`src/rtl/div_seq.sv`:
```
// Sequential 32-bit restoring divider, signed or unsigned, one quotient bit per cycle.
// A zero divisor skips the iteration and returns all-ones / the raw dividend.

module add_sub (
    input  logic        sub_i,
    input  logic [31:0] a_i,
    input  logic [31:0] b_i,
    output logic [31:0] r_o,
    output logic        carry_o
);
    logic [31:0] b_eff;

    // For subtraction, carry_o=1 means no borrow, i.e. a_i >= b_i.
    assign b_eff = sub_i ? ~b_i : b_i;
    assign {carry_o, r_o} = {1'b0, a_i} + {1'b0, b_eff} + {32'b0, sub_i};
endmodule

module div_seq (
    input  logic        clk_i,
    input  logic        rst_i,
    input  logic        start_i,
    input  logic        signed_i,
    input  logic        rem_i,
    input  logic [31:0] dividend_i,
    input  logic [31:0] divisor_i,
    output logic        busy_o,
    output logic        valid_o,
    output logic [31:0] result_o
);
    typedef enum logic [1:0] {IDLE, RUN, FIX, DONE} state_t;

    state_t      state_reg, state_next;
    logic [31:0] q_reg, r_reg, d_reg, result_reg;
    logic [4:0]  count_reg;
    logic        neg_q_reg, neg_r_reg, rem_sel_reg;

    logic [31:0] trial_a, trial_r, dividend_abs, divisor_abs, q_fix, r_fix;
    logic        trial_carry, success;

    assign trial_a = {r_reg[30:0], q_reg[31]};

    add_sub u_add_sub (
        .sub_i   (1'b1),
        .a_i     (trial_a),
        .b_i     (d_reg),
        .r_o     (trial_r),
        .carry_o (trial_carry)
    );

    // A set R[31] means the shifted partial remainder has 33 significant bits and always exceeds D.
    assign success      = trial_carry | r_reg[31];
    assign dividend_abs = (signed_i && dividend_i[31]) ? -dividend_i : dividend_i;
    assign divisor_abs  = (signed_i && divisor_i[31])  ? -divisor_i  : divisor_i;
    assign q_fix        = neg_q_reg ? -q_reg : q_reg;
    assign r_fix        = neg_r_reg ? -r_reg : r_reg;

    always_comb begin
        state_next = state_reg;
        case (state_reg)
            IDLE: if (start_i) state_next = (divisor_i == 32'd0) ? DONE : RUN;
            RUN:  if (count_reg == 5'd31) state_next = FIX;
            FIX:  state_next = DONE;
            DONE: state_next = IDLE;
            default: state_next = IDLE;
        endcase
    end

    always_ff @(posedge clk_i) begin
        if (rst_i) begin
            state_reg   <= IDLE;
            q_reg       <= '0;
            r_reg       <= '0;
            d_reg       <= '0;
            result_reg  <= '0;
            count_reg   <= '0;
            neg_q_reg   <= 1'b0;
            neg_r_reg   <= 1'b0;
            rem_sel_reg <= 1'b0;
        end else begin
            state_reg <= state_next;
            case (state_reg)
                IDLE: begin
                    if (start_i) begin
                        if (divisor_i == 32'd0) begin
                            result_reg <= rem_i ? dividend_i : 32'hFFFF_FFFF;
                        end else begin
                            q_reg       <= dividend_abs;
                            d_reg       <= divisor_abs;
                            r_reg       <= '0;
                            count_reg   <= '0;
                            neg_q_reg   <= signed_i & (dividend_i[31] ^ divisor_i[31]);
                            neg_r_reg   <= signed_i & dividend_i[31];
                            rem_sel_reg <= rem_i;
                        end
                    end
                end
                RUN: begin
                    r_reg     <= success ? trial_r : trial_a;
                    q_reg     <= {q_reg[30:0], success};
                    count_reg <= count_reg + 5'd1;
                end
                FIX: result_reg <= rem_sel_reg ? r_fix : q_fix;
                default: ;
            endcase
        end
    end

    assign busy_o   = (state_reg != IDLE);
    assign valid_o  = (state_reg == DONE);
    assign result_o = result_reg;
endmodule

```
`config.mk`:
```
export PLATFORM = sky130hd
export DESIGN_NAME = div_seq
export DESIGN_NICKNAME = d
export VERILOG_FILES = /design/src/rtl/div_seq.sv
export SDC_FILE = /design/constraint.sdc
export NUM_CORES = 1
export LEC_CHECK = 0
export ABC_CLOCK_PERIOD_IN_PS = 3900
export CORE_ASPECT_RATIO = 0.7
export CORE_MARGIN = 3
export CORE_UTILIZATION = 35
export CTS_BUF_LIST = sky130_fd_sc_hd__clkbuf_2
export DETAILED_ROUTE_END_ITERATION = 12
export PLACE_DENSITY = 0.58
export SETUP_SLACK_MARGIN = 0.1
export SLEW_MARGIN = 20
export SYNTH_ARGS = -nofsm -noshare
export SYNTH_HDL_FRONTEND = slang
export SYNTH_SLANG_ARGS = --single-unit
```
`constraint.sdc`:
```
create_clock -name clk_i -period 3.9 [get_ports clk_i]
set_input_delay 1.17 -clock clk_i [delete_from_list [all_inputs] [get_ports clk_i]]
set_output_delay 1.17 -clock clk_i [all_outputs]
set_load 0.03 [all_outputs]
```
==> run_results.csv <==
group,metric,value,unit
grt,grt_max_degree,43,
power,p_int,2.651,mW
power,power.switching,1.783,mW
power,p_leak,4.814,nW
logic_synthesis,synthAdderAreaFrac,5.414,%
floorplan,die_w,211.1,um
min_path,min_path_type,"reg -> reg",
final_layout,drive_above_1_share,9.927,%
grt,grt_use_total,21.96,%
clock_tree,htreeDepth,4,
worst_setup_path,r2r_slack,320,ps
grt,globalRouteOverflowTotal,0,
route,top_layer_used,"met4",
power,clockPowerShare,22.4,%
clock_tree,clk_pin_slew,220,ps
worst_setup_path,path_max_fanout,9,
worst_setup_path,critPathKind,"reg -> reg",
final_layout,multi_input_area,0.007038,sq mm
floorplan,die_h,149.6,um
floorplan,initial_core_util,36.30,%
placement,dpl_cell_area,0.01219,sq mm
final_layout,final-seq-area,0.002763,sq mm
clock_tree,hold_buffers,0,
power,switching_share,40.21,%
clock_tree,numClockSinks,138,
route,avgRoutedWirePerCell,18.46,um
route,via_count,10500,
logic_synthesis,synth_area,0.01031,sq mm
sta,final_hold_viol_count,0,
sta,min_period,3584,ps
grt,first_global_vias,9595,
clock_tree,clk_latency,760,ps
logic_synthesis,ys_seq_area_share,26.80,%
logic_synthesis,synth_edf_count,0,
route,firstDrtPassIters,5,
power,power.density,355.1,mW/mm^2
worst_setup_path,worstPathArrival,4280,ps
power,combPwrFrac,39.4,%
logic_synthesis,synth_cells,1376,
placement,gp_congestion,0.8933,
sta,setup_viol,0,
power,irDropWorstVdd,0.2142,mV
placement,dp_hpwl,27040,um
route,totalWireLength,34760,um
sta,fin_worst_skew,48.87,ps
final_layout,synthToLayoutAreaGrowth,21.12,%
min_path,min-delay-start,"result_o[17]$_SDFFE_PP0P_",
worst_setup_path,end_kind,"register",
clock_tree,cts-buffers-inserted,17,
route,drt_iter0_markers,818,
worst_setup_path,worstReg2RegStart,"r_reg[4]$_SDFFE_PP0P_",
floorplan,io_pins,103,
sta,setup_slack,315.7,ps
logic_synthesis,async_flop_share,0,%
worst_setup_path,reg2regPathDepth,9,
sta,max_freq,0.2790,GHz
grt,grt_antenna_before_repair,1,
logic_synthesis,syn_avg_cell_area,7.491,sq um
sta,worst_pin_slew,871.9,ps
min_path,hold_end,"result_o[17]$_SDFFE_PP0P_",
sta,slew_headroom,41.80,%
clock_tree,clk_path_buf_depth,2,
logic_synthesis,synthFlopType,"dfxtp_1",
logic_synthesis,synthMuxAreaShare,2.743,%
grt,grt_pass1_wl,54590,um
logic_synthesis,synth_compound_area_share,27.29,%
logic_synthesis,synth-seq-cells,138,
final_layout,final_nets,1612,
route,met1_length,18340,um
final_layout,n_fill_cell,2884,
floorplan,dieArea,0.03158,sq mm
final_layout,stdcell_area,0.01248,sq mm
worst_setup_path,worstSetupStartpointType,"register",
logic_synthesis,syn_nets,1489,
placement,io_buffers,102,
route,drc,0,
logic_synthesis,synth_top_family_by_area,"compound AO/OA/AOI/OAI gates",
floorplan,rows,51,
run,drv_cap,0,
min_path,min_path_cells,2,
route,ant_nets,0,
placement,dpl_worst_slack,-114.8,ps
power,seq_power_share,38.1,%
route,wl_met2,13210,um
floorplan,core_area,0.02840,sq mm
worst_setup_path,reg2reg_to,"r_reg[25]$_SDFFE_PP0P_",
clock_tree,cts_tree,"yes",
clock_tree,root_buffer,"clkbuf_2",
logic_synthesis,synth_xor_area_share,12.15,%
route,vias_per_cell,5.575,
status,status,"completed",
logic_synthesis,synth_warnings,0,
logic_synthesis,synthSimpleGateAreaFrac,20.36,%
sta,rsz0062_at_grt,"no",
route,dr_wl_met3,2904,um
sta,min_period_over_period,91.91,%
sta,slew_violations,0,
worst_setup_path,required,4600,ps
logic_synthesis,synth_cell_types,72,
layout make-up:
class / instances / share of cell area [%]
multi-input cells: 1097 / 56.37
flip-flops and latches: 138 / 22.13
inverters: 55 / 1.654
clock buffers: 18 / 0.7216
well taps: 371 / 3.718
diodes: 1 / 0.02004
clock inverters: 13 / 1.413
repair buffers: 190 / 13.97
power by group through the flow:
stage	sequential [mW]	clock [mW]	combinational [mW]
5_1_grt	1.71	1.07	1.93
3_3_place_gp	1.72	0	1.70
4_1_cts	1.69	1.01	1.72
3_5_place_dp	1.72	0	1.71
2_1_floorplan	1.68	0	1.16
6_report	1.69	0.994	1.75
through the flow:
step           power (mW)  hold slack (ps)  instances  setup TNS [ps]  util (%)
5_1_grt             4.707            487.2       1883               0     43.97
4_1_cts             4.425            469.3       1880               0     43.87
2_1_floorplan       2.841            431.9       1376               0         -
6_report            4.434            468.3       1883               0     43.97
3_3_place_gp        3.413            441.3       1849           -1110     42.93
3_5_place_dp        3.431            447.7       1849           -1619     42.93
critical path: stages, from the launching register on:
cell and delay [ps]:
dfxtp_1 470, ha_1 310, a21oi_1 300, nor3b_1 410
a211oi_1 200, nor2_1 350, o22ai_2 210, o31a_1 420
nor2_1 600, a221o_1 270
per-layer routing:
layer,vias to the layer above,track usage [%]
li1,5225,-
met1,4885,34.91
met2,365,29.57
met3,23,5.155
met4,0,4.048
met5,-,0
cell usage after synthesis (5+ instances only):
cell type,instances,area (sq um)
nor4_1,13,81.33
nor3b_1,5,37.54
a31o_2,5,43.79
a211o_1,5,43.79
nand2b_1,8,50.05
buf_1,6,22.52
or4_1,14,105.1
ha_1,43,538.0
o21a_1,8,60.06
clkbuf_1,73,274.0
xor2_1,73,639.4
nand3_1,11,55.05
o22ai_1,10,62.56
and2_1,16,100.1
nor2_1,118,442.9
mux2i_1,26,260.3
buf_2,6,30.03
nand4_1,9,56.30
nor3_1,21,105.1
or2_2,6,37.54
xnor2_1,70,613.1
o31ai_1,19,142.6
inv_1,53,198.9
nand2_1,178,668.1
a21o_1,18,135.1
o21ai_0,98,490.5
dfxtp_1,138,2763
a21oi_1,122,610.6
or3_1,19,118.9
a31oi_1,6,37.54
o211ai_1,26,195.2
a211oi_1,42,315.3
o41ai_1,12,105.1
or4_4,7,78.83
o221ai_1,7,61.31
a221o_1,11,110.1
and3_1,5,31.28
logic make-up after synthesis:
logic type / Yosys count
and+or+nand+nor: 446
AOI/OAI and AO/OA: 436
xor gates and xnor gates: 143
buffers and inverters: 141
DFF: 138
adders and majority gates: 44
muxes: 28
layout by cell type (no fill, tap or decap), types with 19 or more instances in the layout:
cell type / n
nand2_1: 178
dfxtp_1: 138
a21oi_1: 121
nor2_1: 118
clkdlybuf4s50_1: 100
o21ai_0: 98
buf_4: 84
xor2_1: 73
xnor2_1: 70
inv_1: 53
ha_1: 43
a211oi_1: 42
o211ai_1: 26
mux2i_1: 26
nor3_1: 21
or3_1: 19
o31ai_1: 19
worst max path at each step:
stage                     depth (start not counted)  slack (ps)              startpoint                   endpoint
final                                             9         320   r_reg[4]$_SDFFE_PP0P_     r_reg[25]$_SDFFE_PP0P_
after global routing                              9         130   r_reg[4]$_SDFFE_PP0P_     r_reg[14]$_SDFFE_PP0P_
after CTS                                        11         140  q_reg[31]$_SDFFE_PP0P_     r_reg[25]$_SDFFE_PP0P_
after detailed placement                         11        -110            divisor_i[1]     r_reg[30]$_SDFFE_PP0P_
after global placement                            7        -100           divisor_i[20]  result_o[16]$_SDFFE_PP0P_
after floorplan                                  12         250           divisor_i[11]     r_reg[21]$_SDFFE_PP0P_
timing repair:
item | CTS | global route
buffers inserted | 0 | 2
endpoints found under the setup margin | 0 | 28
resized for setup | 0 | 2
Power figures use the tool's default switching activity.
